--- src/rtl/aurora_link_supervisor.sv ---
// Aurora link supervisor: sequences gt_reset/reset bring-up, waits for a
// stable channel_up, retries on timeout, re-inits on loss, latches fail.
//
// Ports:
//   init_clk     free-running init clock (all registers)
//   RST          synchronous, active-high reset
//   channel_up   Aurora channel_up (async, synchronised here)
//   hard_err     Aurora hard_err (async, used only with the macro below)
//   retrain      one-cycle pulse forcing full re-initialisation
//   reset_Aurora Aurora reset pin
//   gt_reset     Aurora gt_reset pin
//   link_ready   high only in UP
//   link_fail    high only in FAIL
//   state_o      0 GT_RST 1 CORE_RST 2 WAIT_UP 3 STABLE 4 UP 5 FAIL
//   retry_cnt    timeouts since the last successful link-up
//   down_cnt     saturating count of link losses from UP
//
// Build option: define AURORA_SUP_HARD_ERR_EN to re-init on hard_err in
// STABLE/UP. Without it hard_err is ignored.

module aurora_link_supervisor #(
  parameter int unsigned GT_RESET_CYCLES   = 16,
  parameter int unsigned RESET_HOLD_CYCLES = 8,
  parameter int unsigned UP_TIMEOUT_CYCLES = 65535,
  parameter int unsigned STABLE_CYCLES     = 16,
  parameter int unsigned MAX_RETRIES       = 3,
  parameter int unsigned CNT_W             = 20
) (
  input  logic       init_clk,
  input  logic       RST,
  input  logic       channel_up,
  input  logic       hard_err,
  input  logic       retrain,
  output logic       reset_Aurora,
  output logic       gt_reset,
  output logic       link_ready,
  output logic       link_fail,
  output logic [2:0] state_o,
  output logic [3:0] retry_cnt,
  output logic [7:0] down_cnt
);

  typedef enum logic [2:0] {
    S_GT_RST   = 3'd0,
    S_CORE_RST = 3'd1,
    S_WAIT_UP  = 3'd2,
    S_STABLE   = 3'd3,
    S_UP       = 3'd4,
    S_FAIL     = 3'd5
  } state_e;

  // Last count value of each timed phase: the phase lasts N cycles.
  localparam logic [CNT_W-1:0] GT_LAST =
    CNT_W'(GT_RESET_CYCLES - 1);
  localparam logic [CNT_W-1:0] HOLD_LAST =
    CNT_W'(RESET_HOLD_CYCLES - 1);
  localparam logic [CNT_W-1:0] UP_LAST =
    CNT_W'(UP_TIMEOUT_CYCLES - 1);
  localparam logic [CNT_W-1:0] STB_LAST =
    CNT_W'(STABLE_CYCLES - 1);
  localparam logic [CNT_W-1:0] RETRY_MAX =
    CNT_W'(MAX_RETRIES);

  state_e           state_q, state_d;
  logic [CNT_W-1:0] cnt_q, cnt_d;
  logic [3:0]       retry_q, retry_d;
  logic [7:0]       down_q, down_d;
  logic             rst_aur_q, gt_rst_q;
  logic             ready_q, fail_q;
  logic             cu_meta_q, cu_s_q;
  logic             he_kick;
  logic             enter;
  logic [7:0]       down_sat;

  always_ff @(posedge init_clk) begin
    if (RST) begin
      cu_meta_q <= 1'b0;
      cu_s_q    <= 1'b0;
    end else begin
      cu_meta_q <= channel_up;
      cu_s_q    <= cu_meta_q;
    end
  end

`ifdef AURORA_SUP_HARD_ERR_EN
  logic he_meta_q, he_s_q;

  always_ff @(posedge init_clk) begin
    if (RST) begin
      he_meta_q <= 1'b0;
      he_s_q    <= 1'b0;
    end else begin
      he_meta_q <= hard_err;
      he_s_q    <= he_meta_q;
    end
  end

  assign he_kick = he_s_q &&
    (state_q == S_STABLE || state_q == S_UP);
`else
  logic unused_hard_err;
  assign unused_hard_err = hard_err;
  assign he_kick = 1'b0;
`endif

  assign down_sat = (down_q == 8'hFF) ? down_q
                                      : down_q + 8'd1;

  always_comb begin
    state_d = state_q;
    cnt_d   = cnt_q + 1'b1;
    retry_d = retry_q;
    down_d  = down_q;
    enter   = 1'b0;
    if (retrain) begin
      if (state_q == S_UP) down_d = down_sat;
      state_d = S_GT_RST;
      retry_d = 4'd0;
      enter   = 1'b1;
    end else if (he_kick) begin
      if (state_q == S_UP) down_d = down_sat;
      state_d = S_GT_RST;
      enter   = 1'b1;
    end else begin
      unique case (state_q)
        S_GT_RST: begin
          if (cnt_q == GT_LAST) begin
            state_d = S_CORE_RST;
            enter   = 1'b1;
          end
        end
        S_CORE_RST: begin
          if (cnt_q == HOLD_LAST) begin
            state_d = S_WAIT_UP;
            enter   = 1'b1;
          end
        end
        S_WAIT_UP: begin
          if (cu_s_q) begin
            state_d = S_STABLE;
            enter   = 1'b1;
          end else if (cnt_q == UP_LAST) begin
            enter = 1'b1;
            if (CNT_W'(retry_q) == RETRY_MAX) begin
              state_d = S_FAIL;
            end else begin
              retry_d = retry_q + 4'd1;
              state_d = S_GT_RST;
            end
          end
        end
        S_STABLE: begin
          // A drop wins over a coincident count completion.
          if (!cu_s_q) begin
            state_d = S_WAIT_UP;
            enter   = 1'b1;
          end else if (cnt_q == STB_LAST) begin
            state_d = S_UP;
            retry_d = 4'd0;
            enter   = 1'b1;
          end
        end
        S_UP: begin
          if (!cu_s_q) begin
            down_d  = down_sat;
            state_d = S_GT_RST;
            enter   = 1'b1;
          end
        end
        S_FAIL: begin
        end
        default: begin
          state_d = S_GT_RST;
          enter   = 1'b1;
        end
      endcase
    end
    // Untimed states park the counter so it never wraps.
    if (enter || state_q == S_UP || state_q == S_FAIL)
      cnt_d = '0;
  end

  always_ff @(posedge init_clk) begin
    if (RST) begin
      state_q   <= S_GT_RST;
      cnt_q     <= '0;
      retry_q   <= 4'd0;
      down_q    <= 8'd0;
      rst_aur_q <= 1'b1;
      gt_rst_q  <= 1'b1;
      ready_q   <= 1'b0;
      fail_q    <= 1'b0;
    end else begin
      state_q   <= state_d;
      cnt_q     <= cnt_d;
      retry_q   <= retry_d;
      down_q    <= down_d;
      rst_aur_q <= state_d == S_GT_RST ||
                   state_d == S_CORE_RST ||
                   state_d == S_FAIL;
      gt_rst_q  <= state_d == S_GT_RST ||
                   state_d == S_FAIL;
      ready_q   <= state_d == S_UP;
      fail_q    <= state_d == S_FAIL;
    end
  end

  assign reset_Aurora = rst_aur_q;
  assign gt_reset     = gt_rst_q;
  assign link_ready   = ready_q;
  assign link_fail    = fail_q;
  assign state_o      = state_q;
  assign retry_cnt    = retry_q;
  assign down_cnt     = down_q;

endmodule

--- config.mk ---
export PLATFORM = sky130hd
export DESIGN_NAME = aurora_link_supervisor
export DESIGN_NICKNAME = d
export VERILOG_FILES = /design/src/rtl/aurora_link_supervisor.sv
export SDC_FILE = /design/constraint.sdc
export NUM_CORES = 1
export LEC_CHECK = 0
export BUFFER_PORTS_ARGS = -buffer_cell sky130_fd_sc_hd__buf_2
export CORE_AREA = 2 2 62 64
export CTS_CLUSTER_SIZE = 25
export DETAILED_ROUTE_END_ITERATION = 10
export DIE_AREA = 0 0 64 66
export GPL_ROUTABILITY_DRIVEN = 0
export PLACE_DENSITY = 0.77
export SYNTH_ARGS = -nofsm -noshare
export SYNTH_HDL_FRONTEND = slang
export SYNTH_SLANG_ARGS = --single-unit
--- constraint.sdc ---
create_clock -name init_clk -period 2.23 [get_ports init_clk]
set_clock_uncertainty 0.05 [all_clocks]
set_input_delay 0.446 -clock init_clk [delete_from_list [all_inputs] [get_ports init_clk]]
set_output_delay 0.446 -clock init_clk [all_outputs]
set_load 0.01 [all_outputs]
==> reports/qor.log <==
INFO  run_status     outcome=complete, no violations
INFO  die            initial_utilization=0.556
INFO  hold_path      holdCritPathClass=input pin to register
INFO  global_route   grt_antenna_before_repair=0
INFO  timing         final_hold_viol_count=0
INFO  worst_setup_path ff2ff_path_depth=6
INFO  logic_synthesis synth_ff_type=sky130_fd_sc_hd__dfxtp_1
INFO  clock_network  htree_num_levels=2
INFO  clock_network  cts_hold_repair.buffers=0
INFO  pwr            power.share.sequential=0.621
INFO  global_route   largest_net_degree_at_the_start_of_global_routing=21
INFO  drt            routed_vias=1,686
INFO  pwr            totalPowerFinal=1.19mW
INFO  layout         layout-drive-gt1-share=0.190
INFO  layout         fin_nets=271
INFO  die            num_ports=24
INFO  die            rows=22
INFO  layout         area_added_between_synthesis_and_finish=15.0%
INFO  clock_network  cts_inserted_buffers=5
INFO  die            die_height=66microns
INFO  logic_synthesis synth_sequential_area_ratio=0.416
INFO  pwr            total_leakage_power=0.888nW
INFO  logic_synthesis synth_xor_xnor_area_share=0.120
INFO  worst_setup_path worstSetupStartpointType=register
INFO  pwr            intPower=0.928mW
INFO  hold_path      timing.hold.worst_path_depth=2
INFO  worst_setup_path cp-end-kind=register
INFO  logic_synthesis postSynthCellCount=236
INFO  logic_synthesis postSynth.asyncResetShare=0
INFO  drt            dr.pass1.iters=4
INFO  timing         final_critical_delay_including_setup_and_external_delays=2.22ns
INFO  logic_synthesis syn-num-nets=245
INFO  timing         hold-worst-slack=0.211ns
INFO  global_route   grt_remaining_overflow=0
INFO  timing         worst_slew_pin_slew=0.502ns
INFO  hold_path      worstHoldEndpoint=retry_cnt[1]
INFO  placed_design  cell_area_reported_after_detailed_placement=2160squm
INFO  clock_network  clkTransAtPathRegs=0.12ns
INFO  pwr            switching_share=0.217
INFO  drt            avgViaCountPerCell=5.42
INFO  logic_synthesis synth_mux_area_frac=0.0101
INFO  clock_network  worst_skew_pair.late_latency=0.35ns
INFO  logic_synthesis yosys_register_bits=41
INFO  logic_synthesis synthSimpleGateAreaFrac=0.319
INFO  hold_path      hold_path.startpoint=retrain
INFO  global_route   via_count_of_the_first_global_routing_pass=1,503
INFO  global_route   global_route.usage.total=0.201
INFO  die            die-area=4220squm
INFO  pwr            p_sw=0.257mW
INFO  placed_design  dp.final_hpwl=2800microns
INFO  pwr            vdd_ir_drop_max=310uV
INFO  timing         max_clock_freq=450MHz
INFO  layout         antenna_cells=0
INFO  drt            postRouteWirelength=3960microns
INFO  timing         timing.final.setup_violations=0
INFO  drt            postRouteAntennaNets=0
INFO  layout         layout.cell_area.non_filler=2270squm
INFO  logic_synthesis synth_edf_count=0
INFO  logic_synthesis synth_top_family_by_area=simple AND/OR/NAND/NOR gates
INFO  logic_synthesis synth.yosys.warnings=0
INFO  job            cap_viol_max_count=0
INFO  worst_setup_path r2r_start=cnt_q[17]
INFO  clock_network  cts_tree=done
INFO  logic_synthesis synth_cell_type_count=39
INFO  layout         finalCoreUtilization=0.639
INFO  layout         layout_commonest_cell=sky130_fd_sc_hd__nor2_1
INFO  pwr            clkPwrFrac=0.354
INFO  pwr            combPwrFrac=0.025
INFO  global_route   grt_first_pass_wirelength=6570microns
INFO  logic_synthesis compound_gate_portion_of_the_synthesized_area=0.0723
INFO  worst_setup_path timing.critical_path.required=2.47ns
INFO  logic_synthesis synth.cell_area=1970squm
INFO  layout         most_used_cells_in_the_layout_excluding_fill_and_tap_cells=41 x sky130_fd_sc_hd__nor2_1, 39 x sky130_fd_sc_hd__dfxtp_1, 22 x sky130_fd_sc_hd__buf_2, 16 x sky130_fd_sc_hd__xor2_1, 14 x sky130_fd_sc_hd__nand2_1
INFO  clock_network  maximum_buffer_depth_of_the_clock_tree=2
INFO  worst_setup_path worst-r2r-setup-slack=0.006ns
INFO  logic_synthesis synth_area_per_cell=8.36squm
INFO  placed_design  port-buffer-count=22
INFO  logic_synthesis synthAdderAreaFrac=0.0254
INFO  die            fp.coreArea=3550squm
INFO  drt            detail_route.iter0.violations=56
INFO  worst_setup_path ws_path_type=register to register
INFO  timing         timing.max_slew.rel_slack=0.662
INFO  drt            remaining_drc_errors=0
INFO  worst_setup_path crit_fanout=4
INFO  timing         finalMaxSlewViolations=0
INFO  die            dieWidth=64microns
INFO  drt            routedWlPerCell=12.7microns
INFO  worst_setup_path worstPathArrival=2.47ns
INFO  clock_network  clock_sink_count=41
INFO  timing         period_share=0.997
INFO  clock_network  root_buffer=sky130_fd_sc_hd__clkbuf_4
INFO  worst_setup_path timing.rr.end=retry_cnt[2]
INFO  pwr            p_per_area=522nW/um^2
==> cell usage after synthesis (all sizes together), types with 2 or more instances <==
library cell   n  area, sq um
nor2          41          154
nor4           7         43.8
nand4         11         68.8
nor2b          4         25.0
mux2i          2         20.0
nand2         14         52.6
and4           2         17.5
nand3         13         65.1
ha             4         50.1
inv            6         22.5
dfxtp         41          821
or3            4         25.0
and2           7         46.3
and3           7         43.8
clkbuf        10         37.5
a41oi          2         17.5
o21ai          6         30.0
buf            3         13.8
xor2          16          140
nor3           8         45.0
a21oi          3         15.0
xnor2         11         96.3
==> registers in the layout (all words and copies together) (netlist names) <==
register / count
down_cnt: 8
cu_meta_q: 1
state_o: 3
reset_Aurora: 1
link_fail: 1
cu_s_q: 1
retry_cnt: 4
gt_reset: 1
link_ready: 1
cnt_q: 20
==> worst max path at each step <==
stage | start | endpoint | slack, ns | cells after the start
2_1_floorplan | cnt_q[17] | retry_cnt[3] | 0.19 | 6
3_3_place_gp | cnt_q[17] | retry_cnt[3] | 0.08 | 6
3_5_place_dp | cnt_q[17] | retry_cnt[3] | 0.05 | 6
4_1_cts | cnt_q[17] | retry_cnt[3] | 0.003 | 6
5_1_grt | cnt_q[17] | retry_cnt[2] | -0.07 | 6
6_report | cnt_q[17] | retry_cnt[2] | 0.006 | 6
==> critical path, cell delays in order (launching register included) <==
cell and delay, ns:
sky130_fd_sc_hd__dfxtp_4 0.38, sky130_fd_sc_hd__or4_4 0.54, sky130_fd_sc_hd__nor3_2 0.14, sky130_fd_sc_hd__nand4_1 0.19, sky130_fd_sc_hd__o32a_1 0.43, sky130_fd_sc_hd__or3_1 0.32
sky130_fd_sc_hd__a21oi_1 0.12
==> power by group through the flow <==
stage	registers, mW	logic [mW]	clock network, mW
floorplan	0.754	0.0172	0
global placement	0.754	0.0287	0
detailed placement	0.754	0.0287	0
CTS	0.737	0.0288	0.437
global route	0.737	0.0323	0.463
finish	0.736	0.0292	0.420
==> through the flow <==
| stage | setup TNS (ns) | worst slack [ns] | instances |
|---|---|---|---|
| after global placement | 0 | 0.0812 | 301 |
| after global routing | -0.158 | -0.0672 | 311 |
| after floorplan | 0 | 0.191 | 236 |
| after detailed placement | 0 | 0.0508 | 301 |
| after CTS | 0 | 0.00295 | 309 |
| final | 0 | 0.00604 | 311 |
==> layout make-up <==
| type | instances | area [sq um] |
|---|---|---|
| Fill cell | 321 | 1280 |
| Multi-Input combinational cell | 176 | 1090 |
| Sequential cell | 41 | 826 |
| Timing Repair Buffer | 32 | 198 |
| Clock buffer | 7 | 65.1 |
| Tap cell | 48 | 60.1 |
| Inverter | 6 | 22.5 |
| Clock inverter | 1 | 5.00 |
==> cells by family (layout without fill, tap and decap cells) <==
group                    count (synthesis)  count (layout)
multiplexers                             2               2
XOR/XNOR                                27              27
flip-flops                              41              41
AO/OA/AOI/OAI                           20              20
AND/OR/NAND/NOR                        123             123
buffers and inverters                   19              46
adder cells (fa/ha/maj)                  4               4
==> per-layer routing <==
layer	wire length (microns)	global-route usage
met1	1850	0.249
met2	1830	0.318
met3	202	0.0579
met4	87	0.0978
met5	0	0
==> repair_timing <==
item	in CTS	in global routing
endpoints found under the setup margin	0	6
setup buffers	0	2
hold endpoints to repair	0	0
resized for setup	0	6
Power figures use the tool's default switching activity.
